===== config.mk =====
export PLATFORM = sky130hd
export DESIGN_NAME = pipe_hazard_ctrl
export DESIGN_NICKNAME = d
export VERILOG_FILES = /design/src/rtl/pipe_ctrl_pkg.sv /design/src/rtl/pipe_fwd_unit.sv /design/src/rtl/pipe_hazard_ctrl.sv
export SDC_FILE = /design/constraint.sdc
export NUM_CORES = 1
export LEC_CHECK = 0
export CORE_MARGIN = 2
export CORE_UTILIZATION = 32
export DETAILED_ROUTE_END_ITERATION = 6
export PLACE_DENSITY_LB_ADDON = 0.3
export SLEW_MARGIN = 20
export SYNTH_ARGS = -nofsm -noshare
export SYNTH_HDL_FRONTEND = slang
export SYNTH_HIERARCHICAL = 1
export SYNTH_SLANG_ARGS = --single-unit
export TNS_END_PERCENT = 100

===== constraint.sdc =====
create_clock -name clk -period 2.2 [get_ports clk]
set_clock_uncertainty 0.05 [all_clocks]
set_input_delay 0.33 -clock clk [delete_from_list [all_inputs] [get_ports clk]]
set_output_delay 0.33 -clock clk [all_outputs]
set_load 0.01 [all_outputs]

===== src/rtl/pipe_ctrl_pkg.sv =====
// Shared types and constants for the pipeline controller.
// State encoding and operand-forward select encoding.
package pipe_ctrl_pkg;

  localparam int REG_AW  = 3;
  localparam int SHAMT_W = 3;

  typedef enum logic {
    RUN   = 1'b0,
    SHIFT = 1'b1
  } state_e;

  typedef enum logic {
    FWD_RF = 1'b0,
    FWD_WB = 1'b1
  } fwd_sel_e;

endpackage


===== src/rtl/pipe_fwd_unit.sv =====
// WB-to-EX operand forward comparator.
// Purely combinational; register 0 is treated like any other.
module pipe_fwd_unit
  import pipe_ctrl_pkg::*;
(
  input  logic              wb_regwrite,
  input  logic [REG_AW-1:0] wb_write_reg,
  input  logic [REG_AW-1:0] ex_source1,
  input  logic [REG_AW-1:0] ex_source2,
  input  logic              ex_alu_src,
  output logic              fwd_a,
  output logic              fwd_b
);

  fwd_sel_e sel_a;
  fwd_sel_e sel_b;

  // pick the WB result when it targets an EX source register
  always_comb begin
    sel_a = FWD_RF;
    sel_b = FWD_RF;
    if (wb_regwrite &&
        (wb_write_reg == ex_source1))
      sel_a = FWD_WB;
    if (wb_regwrite && !ex_alu_src &&
        (wb_write_reg == ex_source2))
      sel_b = FWD_WB;
  end

  assign fwd_a = (sel_a == FWD_WB);
  assign fwd_b = (sel_b == FWD_WB);

endmodule


===== src/rtl/pipe_hazard_ctrl.sv =====
// Pipeline controller: iterative-shift sequencing,
// stall/bubble generation, forwarding, stall counter.
module pipe_hazard_ctrl
  import pipe_ctrl_pkg::*;
#(
  parameter int CNT_W = 16
) (
  input  logic               clk,
  input  logic               reset,
  input  logic               ex_valid,
  input  logic               ex_is_shift,
  input  logic [SHAMT_W-1:0] ex_shamt,
  input  logic [REG_AW-1:0]  ex_source1,
  input  logic [REG_AW-1:0]  ex_source2,
  input  logic               ex_alu_src,
  input  logic               wb_regwrite,
  input  logic [REG_AW-1:0]  wb_write_reg,
  input  logic               perf_clr,
  output logic               stall_pc,
  output logic               stall_ifid,
  output logic               stall_idex,
  output logic               exwb_bubble,
  output logic               shift_load,
  output logic               shift_en,
  output logic               fwd_a,
  output logic               fwd_b,
  output logic               busy,
  output logic [CNT_W-1:0]   stall_count
);

  state_e             state_q;
  state_e             state_d;
  logic [SHAMT_W-1:0] cnt_q;
  logic [SHAMT_W-1:0] cnt_d;
  logic [CNT_W-1:0]   stall_cnt_q;
  logic               stall_raw;
  logic               load_raw;
  logic               en_raw;
  logic               stall;
  logic               fwd_a_raw;
  logic               fwd_b_raw;

  // next state, remaining shift steps and raw controls
  always_comb begin
    state_d   = state_q;
    cnt_d     = cnt_q;
    stall_raw = 1'b0;
    load_raw  = 1'b0;
    en_raw    = 1'b0;
    unique case (state_q)
      RUN: begin
        load_raw = ex_valid && ex_is_shift;
        en_raw   = load_raw &&
                   (ex_shamt != '0);
        if (load_raw &&
            (ex_shamt >= SHAMT_W'(2))) begin
          stall_raw = 1'b1;
          state_d   = SHIFT;
          cnt_d     = ex_shamt - SHAMT_W'(1);
        end
      end
      SHIFT: begin
        en_raw = 1'b1;
        if (cnt_q > SHAMT_W'(1)) begin
          stall_raw = 1'b1;
          cnt_d     = cnt_q - SHAMT_W'(1);
        end else begin
          state_d = RUN;
          cnt_d   = '0;
        end
      end
      default: begin
        state_d = RUN;
        cnt_d   = '0;
      end
    endcase
  end

  // state and step counter registers
  always_ff @(posedge clk or negedge reset) begin
    if (!reset) begin
      state_q <= RUN;
      cnt_q   <= '0;
    end else begin
      state_q <= state_d;
      cnt_q   <= cnt_d;
    end
  end

  // saturating stall counter, clear has priority
  always_ff @(posedge clk or negedge reset) begin
    if (!reset) begin
      stall_cnt_q <= '0;
    end else if (perf_clr) begin
      stall_cnt_q <= '0;
    end else if (stall &&
                 (stall_cnt_q != '1)) begin
      stall_cnt_q <= stall_cnt_q + CNT_W'(1);
    end
  end

  pipe_fwd_unit u_fwd (
    .wb_regwrite  (wb_regwrite),
    .wb_write_reg (wb_write_reg),
    .ex_source1   (ex_source1),
    .ex_source2   (ex_source2),
    .ex_alu_src   (ex_alu_src),
    .fwd_a        (fwd_a_raw),
    .fwd_b        (fwd_b_raw)
  );

  // combinational outputs are forced low while reset is held
  assign stall       = stall_raw & reset;
  assign stall_pc    = stall;
  assign stall_ifid  = stall;
  assign stall_idex  = stall;
  assign exwb_bubble = stall;
  assign shift_load  = load_raw & reset;
  assign shift_en    = en_raw & reset;
  assign fwd_a       = fwd_a_raw & reset;
  assign fwd_b       = fwd_b_raw & reset;
  assign busy        = (state_q == SHIFT);
  assign stall_count = stall_cnt_q;

endmodule


==> results by group <==
Synthesis
  – Net count after synthesis: ~170
  – Post-synthesis register bit count: 20
  – Mean cell area of the mapped netlist: 9.448 um^2
  – Number of enable flip-flop cells after synthesis: 0
  – Synth warn: 6
  – Count of mapped cells out of synthesis: 147
  – Fraction of the yosys area taken by sequential cells: 0.3604
  – Cell area after synthesis: about 1400 um^2
  – Count of different cell masters after synthesis: 44
  – Most instantiated flip-flop cell in the synthesis netlist: dfrtp_1
  – Synth async-reset ratio: 1.000

Timing
  – Max-Slew Margin vs Limit: 0.6121
  – Least-Margin Pin Slew: roughly 0.58 ns
  – Fraction of the cycle the final worst path needs: 0.9570
  – Total setup violations reported at the end of the flow: 0
  – Number of pins with negative max-slew slack in the final report: 0
  – Highest clock rate: roughly 470 MHz
  – Final setup margin: 0.09462 ns
  – Hold violation total from the final report: 0
  – RSZ-0062 raised after global routing: no
  – Time the final worst path needs with I/O delays and setup: 2.105 ns

Worst setup path
  – Required @ worst endpoint: ~1.8 ns
  – Arrival @ worst endpoint: 1.73 ns
  – Critical-path maximum fanout: 5
  – Kind of start point of the critical path: input pin
  – Element type at the critical path end: primary output
  – Register-to-register setup slack: roughly 0.25 ns
  – Crit path kind: input pin to primary output

Cells and area
  – Layout Utilization: 0.4758
  – Most common library cell in the layout ignoring fill and taps: clkdlybuf4s50_1
  – NumNets Final: 218
  – # fillers: just over 400
  – Commonest cells after routing, fill and taps aside: clkdlybuf4s50_1 (36), nor2_1 (23), dfrtp_1 (20), nand2_1 (10), xor2_1 (9)
  – Area growth from synthesis to layout: 40.00%
  – Fraction of final layout cells with drive strength greater than 1: 0.1244
  – Diodes inserted: 0

Floorplan
  – Floorplan row count: 23
  – Width of the chip: approximately 70 um
  – Initial core utilization: 0.3399
  – Die area: roughly 4900 um^2
  – Die height: between 60 and 70 um
  – I/O pin cnt: between 40 and 50
  – Core Area: roughly 4100 um^2

Routing
  – Number of vias per cell: ~5.0
  – Vias: around 1.2k
  – Initial DRT Pass Iterations: 3
  – Average detailed-routed wire length per instance: ~13 um
  – Iter 0 DRT Violations: 18
  – Post-route antenna net violation count: 0
  – Post-Route WL: ~3200 um
  – Remaining design rule violation count: 0

Place
  – Worst Setup Slack post-DPL: -0.1722 ns
  – RePlAce Congestion: around 0.82
  – Count of input and output buffers: 43
  – Half-perimeter wire length of the detailed placement result: ~2400 um

Pwr
  – Power per cell area: around 710 nW/um^2
  – Fraction of power consumed by the clock network: 0.269
  – Internal Pwr Total: between 0.9 and 1 mW
  – Max VDD drop: roughly 300 uV
  – Net switching power of the design: between 0.4 and 0.5 mW
  – Part of the total power dissipated in sequential elements: 0.345
  – Total power: between 1 and 1.5 mW
  – Static leakage: approximately 0.83 nW
  – Portion of total power attributed to combinational logic: 0.386
  – Sw frac: 0.3253

Clock network
  – Number of buffers inserted during clock tree synthesis: 3
  – Number of clock sinks: 20
  – Clock-pin slew of the registers on the worst-case setup and hold paths: around 0.08 ns
  – Clock network latency to the later pin of the worst-skew pair: between 0.2 and 0.3 ns
  – Clock Root Buffer: clkbuf_8
  – Maximum number of buffers from clock root to sink: 2
  – Depth of the CTS H-tree: 1
  – Clock tree from TritonCTS: built
  – Cts-stage hold buffer count: 0

GRT
  – Global-route wire length before repair: between 5000 and 6000 um
  – Sum of overflow across all layers after global routing: 0
  – GRT Util Overall: 0.1369
  – Number of antenna violations at the first check in global routing: 0
  – Number of global-route vias before repair: 1,246
  – Maximum number of pins on one net before global-route repair: 21

Worst hold path
  – Min-delay worst type: flip-flop to flip-flop

Run status
  – Outcome: completed

Job
  – Max-capacitance violation count: 0
-- per-stage QoR --
step	hold slack [ns]	area, um^2	std cells	TNS, ns
4_1_cts	0.5472	1944	243	0
2_1_floorplan	-0.01559	1389	147	0
6_report	0.5359	1944	243	0
5_1_grt	0.5792	1944	243	0
3_5_place_dp	0.5181	1867	237	-0.7539
3_3_place_gp	0.5051	1867	237	-0.5461
-- power groups by stage --
stage	clock [mW]	sequential, mW	combinational, mW
global route	0.400	0.488	0.591
detailed placement	0	0.494	0.525
floorplan	0	0.475	0.336
CTS	0.379	0.476	0.542
global placement	0	0.491	0.509
finish	0.369	0.475	0.531
-- registers in the layout (all words and copies together), names as in the netlist --
signal / flops
busy: 1
cnt_q: 3
stall_count: 16
-- logic make-up after synthesis --
kind of cell	synth area share
DFF	0.3604
AOI/OAI and AO/OA	0.1568
adders and majority gates	0.04505
xor gates and xnor gates	0.1009
and+or+nand+nor	0.2649
muxes	0.02162
buffers and inverters	0.05045
-- final cells by class --
type	instances	area, um^2	share of cell area
Tap cell	50	62.56	0.03218
Timing Repair Buffer	49	466.7	0.2400
Multi-Input combinational cell	114	818.3	0.4209
Sequential cell	20	500.5	0.2574
Clock inverter	1	30.03	0.01544
Inverter	6	25.02	0.01287
Clock buffer	3	41.29	0.02124
-- final timing paths --
path                              from               to  cells past startpoint
max                        ex_shamt[1]      exwb_bubble                      6
min                           cnt_q[2]         cnt_q[2]                      2
max reg2reg                   cnt_q[1]  stall_count[11]                      9
min reg2reg                   cnt_q[2]         cnt_q[2]                      2
max in group asynchronous        reset   stall_count[8]                      2
min in group asynchronous        reset   stall_count[5]                      2
-- synthesized netlist by cell type (all sizes together), types with 4 or more instances --
master  instances  area, um^2
o211ai          6       58.81
inv             6       25.03
dfrtp          20       500.5
o21ai           8       43.79
nand4           5       43.79
and3            4       32.53
xnor2           7       61.31
buf             5       37.53
nand2          10       37.54
nor2           23       86.33
ha              5       62.56
xor2            9       78.83
-- metal layers --
metal | global-route usage | vias up | share of wire
met3 | 0.02742 | 7 | 0.042
met4 | 0.05556 | 0 | 0.021
met2 | 0.2328 | 28 | 0.49
met1 | 0.1689 | 564 | 0.44
li1 | - | 610 | -
met5 | 0 | - | 0
-- timing repair --
item                       CTS  global route
setup buffers                2             0
setup endpoints to repair    7             0
gates resized for setup      7             0
-- critical path, cell delays in order --
cell and delay (ns):
clkdlybuf4s50_1 0.42, buf_4 0.15, o211a_4 0.25, o221ai_4 0.21, inv_4 0.07, dlygate4sd2_1 0.29
(Power assumes the default switching activity.)
